--- config.mk ---
export PLATFORM = sky130hd
export DESIGN_NAME = aes_key_expand_multi
export DESIGN_NICKNAME = d
export VERILOG_FILES = /design/src/rtl/aes_key_expand_multi.sv
export SDC_FILE = /design/constraint.sdc
export NUM_CORES = 2
export LEC_CHECK = 0
export BUFFER_PORTS_ARGS = -buffer_cell sky130_fd_sc_hd__buf_2
export CAP_MARGIN = 0
export CORE_MARGIN = 4
export CORE_UTILIZATION = 35
export DETAILED_ROUTE_END_ITERATION = 7
export RECOVER_POWER = 50
export SETUP_SLACK_MARGIN = 0.1
export SLEW_MARGIN = 20
export SYNTH_ARGS = -nofsm -noshare
export SYNTH_HDL_FRONTEND = slang
export SYNTH_SLANG_ARGS = --single-unit
export TNS_END_PERCENT = 20
--- constraint.sdc ---
create_clock -name clk -period 16.39 [get_ports clk]
set_input_delay 0.8195 -clock clk [delete_from_list [all_inputs] [get_ports clk]]
set_output_delay 0.8195 -clock clk [all_outputs]
set_load 0.05 [all_outputs]
--- src/rtl/aes_key_expand_multi.sv ---
// Iterative AES-128/192/256 key-schedule engine: one schedule word per cycle,
// 128-bit round keys on a valid/ready stream. Optional table: AES_KEY_EXP_STORE_EN.

module aes_sbox (
   input  logic [7:0] a,
   output logic [7:0] s
);

   function automatic logic [7:0] gf_mul(input logic [7:0] x, input logic [7:0] y);
      logic [7:0] p;
      logic [7:0] aa;
      p  = 8'h00;
      aa = x;
      for (int k = 0; k < 8; k++) begin
         if (y[k]) p = p ^ aa;
         aa = {aa[6:0], 1'b0} ^ (aa[7] ? 8'h1b : 8'h00);
      end
      return p;
   endfunction

   logic [7:0] sq;
   logic [7:0] inv;

   // Multiplicative inverse as a^254 (maps 0 to 0), then the affine transform.
   always_comb begin
      sq  = a;
      inv = 8'h01;
      for (int k = 1; k < 8; k++) begin
         sq  = gf_mul(sq, sq);
         inv = gf_mul(inv, sq);
      end
      s = inv ^ {inv[6:0], inv[7]} ^ {inv[5:0], inv[7:6]} ^
          {inv[4:0], inv[7:5]} ^ {inv[3:0], inv[7:4]} ^ 8'h63;
   end

endmodule

module aes_key_expand_multi #(
   parameter int MAX_NK = 8,
   parameter int RK_NUM = 15
) (
   input  logic         clk,
   input  logic         rst_n,
   input  logic         key_valid,
   output logic         key_ready,
   input  logic [1:0]   key_mode,
   input  logic [255:0] key,
   input  logic         abort,
   output logic         rk_valid,
   input  logic         rk_ready,
   output logic [127:0] rk_data,
   output logic [3:0]   rk_idx,
   output logic         rk_last,
   output logic         busy,
   output logic         err
`ifdef AES_KEY_EXP_STORE_EN
   ,
   input  logic [3:0]   rd_addr,
   output logic [127:0] rd_data,
   output logic         tbl_valid
`endif
);

   // Handshakes: a key is taken when key_valid && key_ready at a rising edge;
   // a round key transfers when rk_valid && rk_ready, and rk_data/rk_idx/rk_last
   // hold steady while rk_valid is high and rk_ready is low.

   typedef enum logic [1:0] {IDLE, EXPAND, DRAIN} state_t;

   localparam int KW = MAX_NK * 32;

   state_t       state;
   logic [KW-1:0] key_r;
   logic [31:0]  win [MAX_NK];
   logic [31:0]  acc [3];
   logic [5:0]   wi;
   logic [2:0]   nk_m1;
   logic [2:0]   phase;
   logic [3:0]   nr_r;
   logic [7:0]   rcon;

   logic [2:0]   req_nk_m1;
   logic [3:0]   req_nr;
   logic         mode_ok;
   logic         accept;
   logic         in_key;
   logic [1:0]   slot;
   logic         word_last;
   logic         out_free;
   logic         step;
   logic         rk_fire;
   logic         load_rk;
   logic [127:0] load_data;
   logic [31:0]  sub_in;
   logic [31:0]  sub_out;
   logic [31:0]  t_word;
   logic [31:0]  new_w;

   always_comb begin
      req_nk_m1 = 3'd7;
      req_nr    = 4'd14;
      mode_ok   = 1'b0;
      case (key_mode)
         2'd0: begin req_nk_m1 = 3'd3; req_nr = 4'd10; mode_ok = 1'b1; end
         2'd1: begin req_nk_m1 = 3'd5; req_nr = 4'd12; mode_ok = 1'b1; end
         2'd2: begin req_nk_m1 = 3'd7; req_nr = 4'd14; mode_ok = 1'b1; end
         default: mode_ok = 1'b0;
      endcase
      if (int'(req_nk_m1) + 1 > MAX_NK) mode_ok = 1'b0;
   end

   assign key_ready = rst_n && (state == IDLE);
   assign accept    = (state == IDLE) && key_valid && !abort && mode_ok;
   assign in_key    = (wi <= {3'b000, nk_m1});
   assign slot      = wi[1:0];
   assign word_last = (wi == {nr_r, 2'b11});
   assign rk_fire   = rk_valid && rk_ready;
   assign out_free  = !rk_valid || rk_ready;
   // Only the slot-3 write needs the output register; earlier slots fill regardless.
   assign step      = (state == EXPAND) && !abort && ((slot != 2'd3) || out_free);
   assign load_rk   = step && (slot == 2'd3);

   assign sub_in = (phase == 3'd0) ? {win[0][23:0], win[0][31:24]} : win[0];

   for (genvar b = 0; b < 4; b++) begin : g_sbox
      aes_sbox u_sbox (
         .a (sub_in[8*b +: 8]),
         .s (sub_out[8*b +: 8])
      );
   end

   always_comb begin
      t_word = win[0];
      if (phase == 3'd0)
         t_word = sub_out ^ {rcon, 24'h000000};
      else if (nk_m1 == 3'd7 && phase == 3'd4)
         t_word = sub_out;
      new_w     = in_key ? key_r[KW-1 -: 32] : (win[nk_m1] ^ t_word);
      load_data = {acc[0], acc[1], acc[2], new_w};
   end

   always_ff @(posedge clk) begin
      if (!rst_n) begin
         state    <= IDLE;
         busy     <= 1'b0;
         err      <= 1'b0;
         rk_valid <= 1'b0;
         rk_data  <= '0;
         rk_idx   <= '0;
         rk_last  <= 1'b0;
         key_r    <= '0;
         wi       <= '0;
         phase    <= '0;
         nk_m1    <= 3'd3;
         nr_r     <= 4'd10;
         rcon     <= 8'h01;
         for (int k = 0; k < MAX_NK; k++) win[k] <= '0;
         for (int k = 0; k < 3; k++) acc[k] <= '0;
      end else begin
         err <= 1'b0;
         if (rk_fire) begin
            rk_valid <= 1'b0;
            rk_last  <= 1'b0;
         end
         case (state)
            IDLE: begin
               if (key_valid && !abort) begin
                  if (mode_ok) begin
                     key_r <= key[255 -: KW];
                     nk_m1 <= req_nk_m1;
                     nr_r  <= req_nr;
                     wi    <= '0;
                     phase <= '0;
                     rcon  <= 8'h01;
                     state <= EXPAND;
                     busy  <= 1'b1;
                  end else begin
                     err <= 1'b1;
                  end
               end
            end
            EXPAND: begin
               if (step) begin
                  win[0] <= new_w;
                  for (int k = 1; k < MAX_NK; k++) win[k] <= win[k-1];
                  key_r <= key_r << 32;
                  wi    <= wi + 6'd1;
                  phase <= (phase == nk_m1) ? 3'd0 : phase + 3'd1;
                  if (!in_key && phase == 3'd0)
                     rcon <= {rcon[6:0], 1'b0} ^ (rcon[7] ? 8'h1b : 8'h00);
                  if (slot != 2'd3) begin
                     acc[slot] <= new_w;
                  end else begin
                     rk_data  <= load_data;
                     rk_idx   <= wi[5:2];
                     rk_last  <= (wi[5:2] == nr_r);
                     rk_valid <= 1'b1;
                  end
                  if (word_last) state <= DRAIN;
               end
            end
            DRAIN: begin
               if (rk_fire) begin
                  state <= IDLE;
                  busy  <= 1'b0;
               end
            end
            default: state <= IDLE;
         endcase
         // Abort drops any pending round key, even one being accepted right now.
         if (abort && state != IDLE) begin
            state    <= IDLE;
            busy     <= 1'b0;
            rk_valid <= 1'b0;
            rk_last  <= 1'b0;
            wi       <= '0;
            phase    <= '0;
            for (int k = 0; k < 3; k++) acc[k] <= '0;
         end
      end
   end

`ifdef AES_KEY_EXP_STORE_EN
   logic [127:0] tbl [RK_NUM];

   always_ff @(posedge clk) begin
      if (load_rk && int'(wi[5:2]) < RK_NUM)
         tbl[wi[5:2]] <= load_data;
   end

   always_ff @(posedge clk) begin
      if (!rst_n) begin
         tbl_valid <= 1'b0;
         rd_data   <= '0;
      end else begin
         if (accept || (abort && state != IDLE))
            tbl_valid <= 1'b0;
         else if (state == DRAIN && rk_fire)
            tbl_valid <= 1'b1;
         if (tbl_valid && rd_addr <= nr_r && int'(rd_addr) < RK_NUM)
            rd_data <= tbl[rd_addr];
         else
            rd_data <= '0;
      end
   end
`endif

endmodule

==> results_dict.tcl <==
set metrics [dict create \
    synth-compound-area-share_pct 17.0 \
    syn-mean-instance-area_um2 8.02 \
    pin_count 400 \
    reg2reg_from "phase[1]" \
    holdCritStartpoint "key[8]" \
    routed_wire_length_per_instance_um 19.1 \
    drt_iter0_markers 7918 \
    end_kind "register" \
    slew_headroom_pct -499 \
    insertion_delay_ns 0.68 \
    wl_um 305000 \
    cts_num_sinks 767 \
    path_common_cell "buf_4" \
    syn_inst 11600 \
    grt_pass1_vias 79100 \
    synth_cell_types 132 \
    clk_pin_slew_worst_paths_ns 0.06 \
    n_fill_cell 26300 \
    hold_depth 3 \
    worst_r2r_path_depth 76 \
    via_per_inst 5.40 \
    cts_max_level 3 \
    r2r_end "acc[1][30]" \
    grt_first_pass_wirelength_um 469000 \
    grt_max_degree 235 \
    synth-seq-area-share_pct 20.3 \
    core_area_mm2 0.263 \
    status "finished, violations left" \
    synth_top_area_share_pct 16.9 \
    ys_ff_latch 767 \
    final-seq-area_mm2 0.0189 \
    ys_warn_count 0 \
    synthAdderAreaFrac_pct 0.550 \
    synthesis.nets 11900 \
    crit_slowest_cell "xnor3_1" \
    dieArea_mm2 0.274 \
    cp_max_fo 7 \
    die_w_um 523 \
    synth_edf_count 352 \
    synth_common_cells "xnor2_1 (1788), nand2_1 (1521), nor2_1 (1418)" \
    drt_first_pass_iters 6 \
    hold_path.class "in -> reg" \
    cp_data_arrival_time_ns 16.37 \
    syn2layout_area_growth_pct 19.8 \
    hold_viol 0 \
    crit_path_max_incr_delay_ns 0.44 \
    grt_usage_pct 21.0 \
    die_h_um 523 \
    drive_gt1_share_pct 19.7 \
    synth_xor_area_share_pct 31.9 \
    dp_hpwl_um 220000 \
    port_buffers 399 \
    synth_top_family_by_area "XOR/XNOR gates" \
    async_reset_ff_share_pct 0 \
    period_share_pct 97.4 \
    synth_largest_area_cell "xnor2_1" \
    gp_congestion 0.906 \
    worst-setup-path-type "reg -> reg" \
    clock_skew_ns 0.0421 \
    multiInputGateArea_mm2 0.0737 \
    cts_root_buf "clkbuf_16" \
    crit_path_start_kind "register" \
    final.min_clock_period_ns 15.96 \
    yosysMostFrequentCell "xnor2_1" \
    cp.required_ns 16.79 \
    grt-ovfl-total 0 \
    ctsLongestPathBuffers 3 \
    crit_end "acc[1][30]" \
    r2r_setup_slack_ns 0.43 \
    rsz0062_at_grt "yes" \
    worst_pin_slew_ns 8.99 \
    antenna_found_initial 16 \
    synthSimpleGateAreaFrac_pct 21.2 \
    ant_nets 0 \
    timing.hold.ws_ns 0.422 \
    placed_area_mm2 0.104 \
    final_nets 12700 \
    vias 86300 \
    timing.final.max_slew_violations 758 \
    stdcell_area_mm2 0.111 \
    maxCapViolations 8 \
    synthFlopType "dfxtp_1" \
    syn-cell-area_mm2 0.0928 \
    synthMuxAreaShare_pct 4.74 \
    rows 188 \
    setup_violations 0 \
    clock.fmax_ghz 0.0626 \
    startpoint "phase[1]" \
    violations "max-capacitance violations, max-slew violations" \
    synth_area_leaders "xnor2_1 (17%), edfxtp_1 (11%), dfxtp_1 (8.9%)" \
    drt_drc_violations_left 0 \
    start_util_pct 35.3 \
    cts-buffers-inserted 87 \
    tritoncts "done" \
]
-- flip-flops by register name, indices dropped and copies added, names as in the netlist, named ones only --
name / flops
err: 1
wi: 6
busy: 1
nk_m1: 2
phase: 3
rk_idx: 4
rk_data: 128
acc: 96
win: 256
rk_last: 1
rk_valid: 1
rcon: 8
state: 2
key_r: 256
-- critical path, delay by kind of cell, from the launching register on --
| kind | cells | cell delay [ns] |
|---|---|---|
| buf+inv | 16 | 2.50 |
| mux | 5 | 1.21 |
| simple gates | 16 | 2.49 |
| xor+xnor | 21 | 5.00 |
| flops | 1 | 0.34 |
| fa+ha+maj | 3 | 0.73 |
| compound gates | 15 | 3.32 |
-- stage by stage --
stage	utilization, %	setup TNS, ns	std cells	worst slack (ns)
after CTS	40.9	0	15800	0.0553
after detailed placement	39.6	-44.88	15600	-0.748
final	42.2	0	16000	0.425
after floorplan	-	0	11600	0.0795
after global placement	39.6	-35.08	15600	-0.666
after global routing	42.2	-9.02	16000	-0.263
-- final cells by class --
cell class / count / share of cell area (%)
diodes: 13 / 0.0293
clock buffers: 129 / 2.26
clock inverters: 31 / 0.361
inverters: 122 / 0.421
multi-input cells: 9861 / 66.3
flip-flops and latches: 767 / 17.0
well taps: 3515 / 3.95
repair buffers: 1525 / 9.68
-- logic make-up after synthesis --
logic type,count (synthesis)
and+or+nand+nor,4429
muxes,369
buffers and inverters,954
AOI/OAI and AO/OA,2300
DFF,767
xor gates and xnor gates,2720
adders and majority gates,42
-- cells in the final DEF (no fill, tap or decap), types with 254 or more instances in the layout --
master	n
edfxtp_1	352
nor2_1	1406
o21ai_0	363
a21oi_1	497
nand2_1	1513
xnor2_2	254
buf_2	261
xnor2_1	1603
xor2_1	408
buf_4	1059
dfxtp_1	411
nand3_1	439
-- worst min-delay path by stage --
stage / endpoint / slack, ns
finish: key_r[8] / 0.42
global route: key_r[16] / 0.41
CTS: key_r[7] / 0.38
detailed placement: rk_data[9] / 0.45
global placement: rk_data[11] / 0.44
floorplan: rcon[1] / 0.47
-- timing repair --
action / 4_1_cts / 5_1_grt
pin swaps: 19 / 208
hold endpoints to repair: 0 / 0
cloned: 0 / 3
setup endpoints to repair: 159 / 160
setup buffers: 19 / 152
hold buffers: 0 / 0
resized for setup: 59 / 447
-- per-layer routing --
layer  up-vias  wire length, um  GRT usage [%]
met2      2810           139000           33.6
met3       380            18900           1.95
met1     41200           139000           30.3
met4         4             7500           5.11
li1      41900                -              -
met5         -               27              0
Power is left out: the tool's default activity adds up to more than one toggle a clock period on the data nets, which glitch-free logic cannot reach.
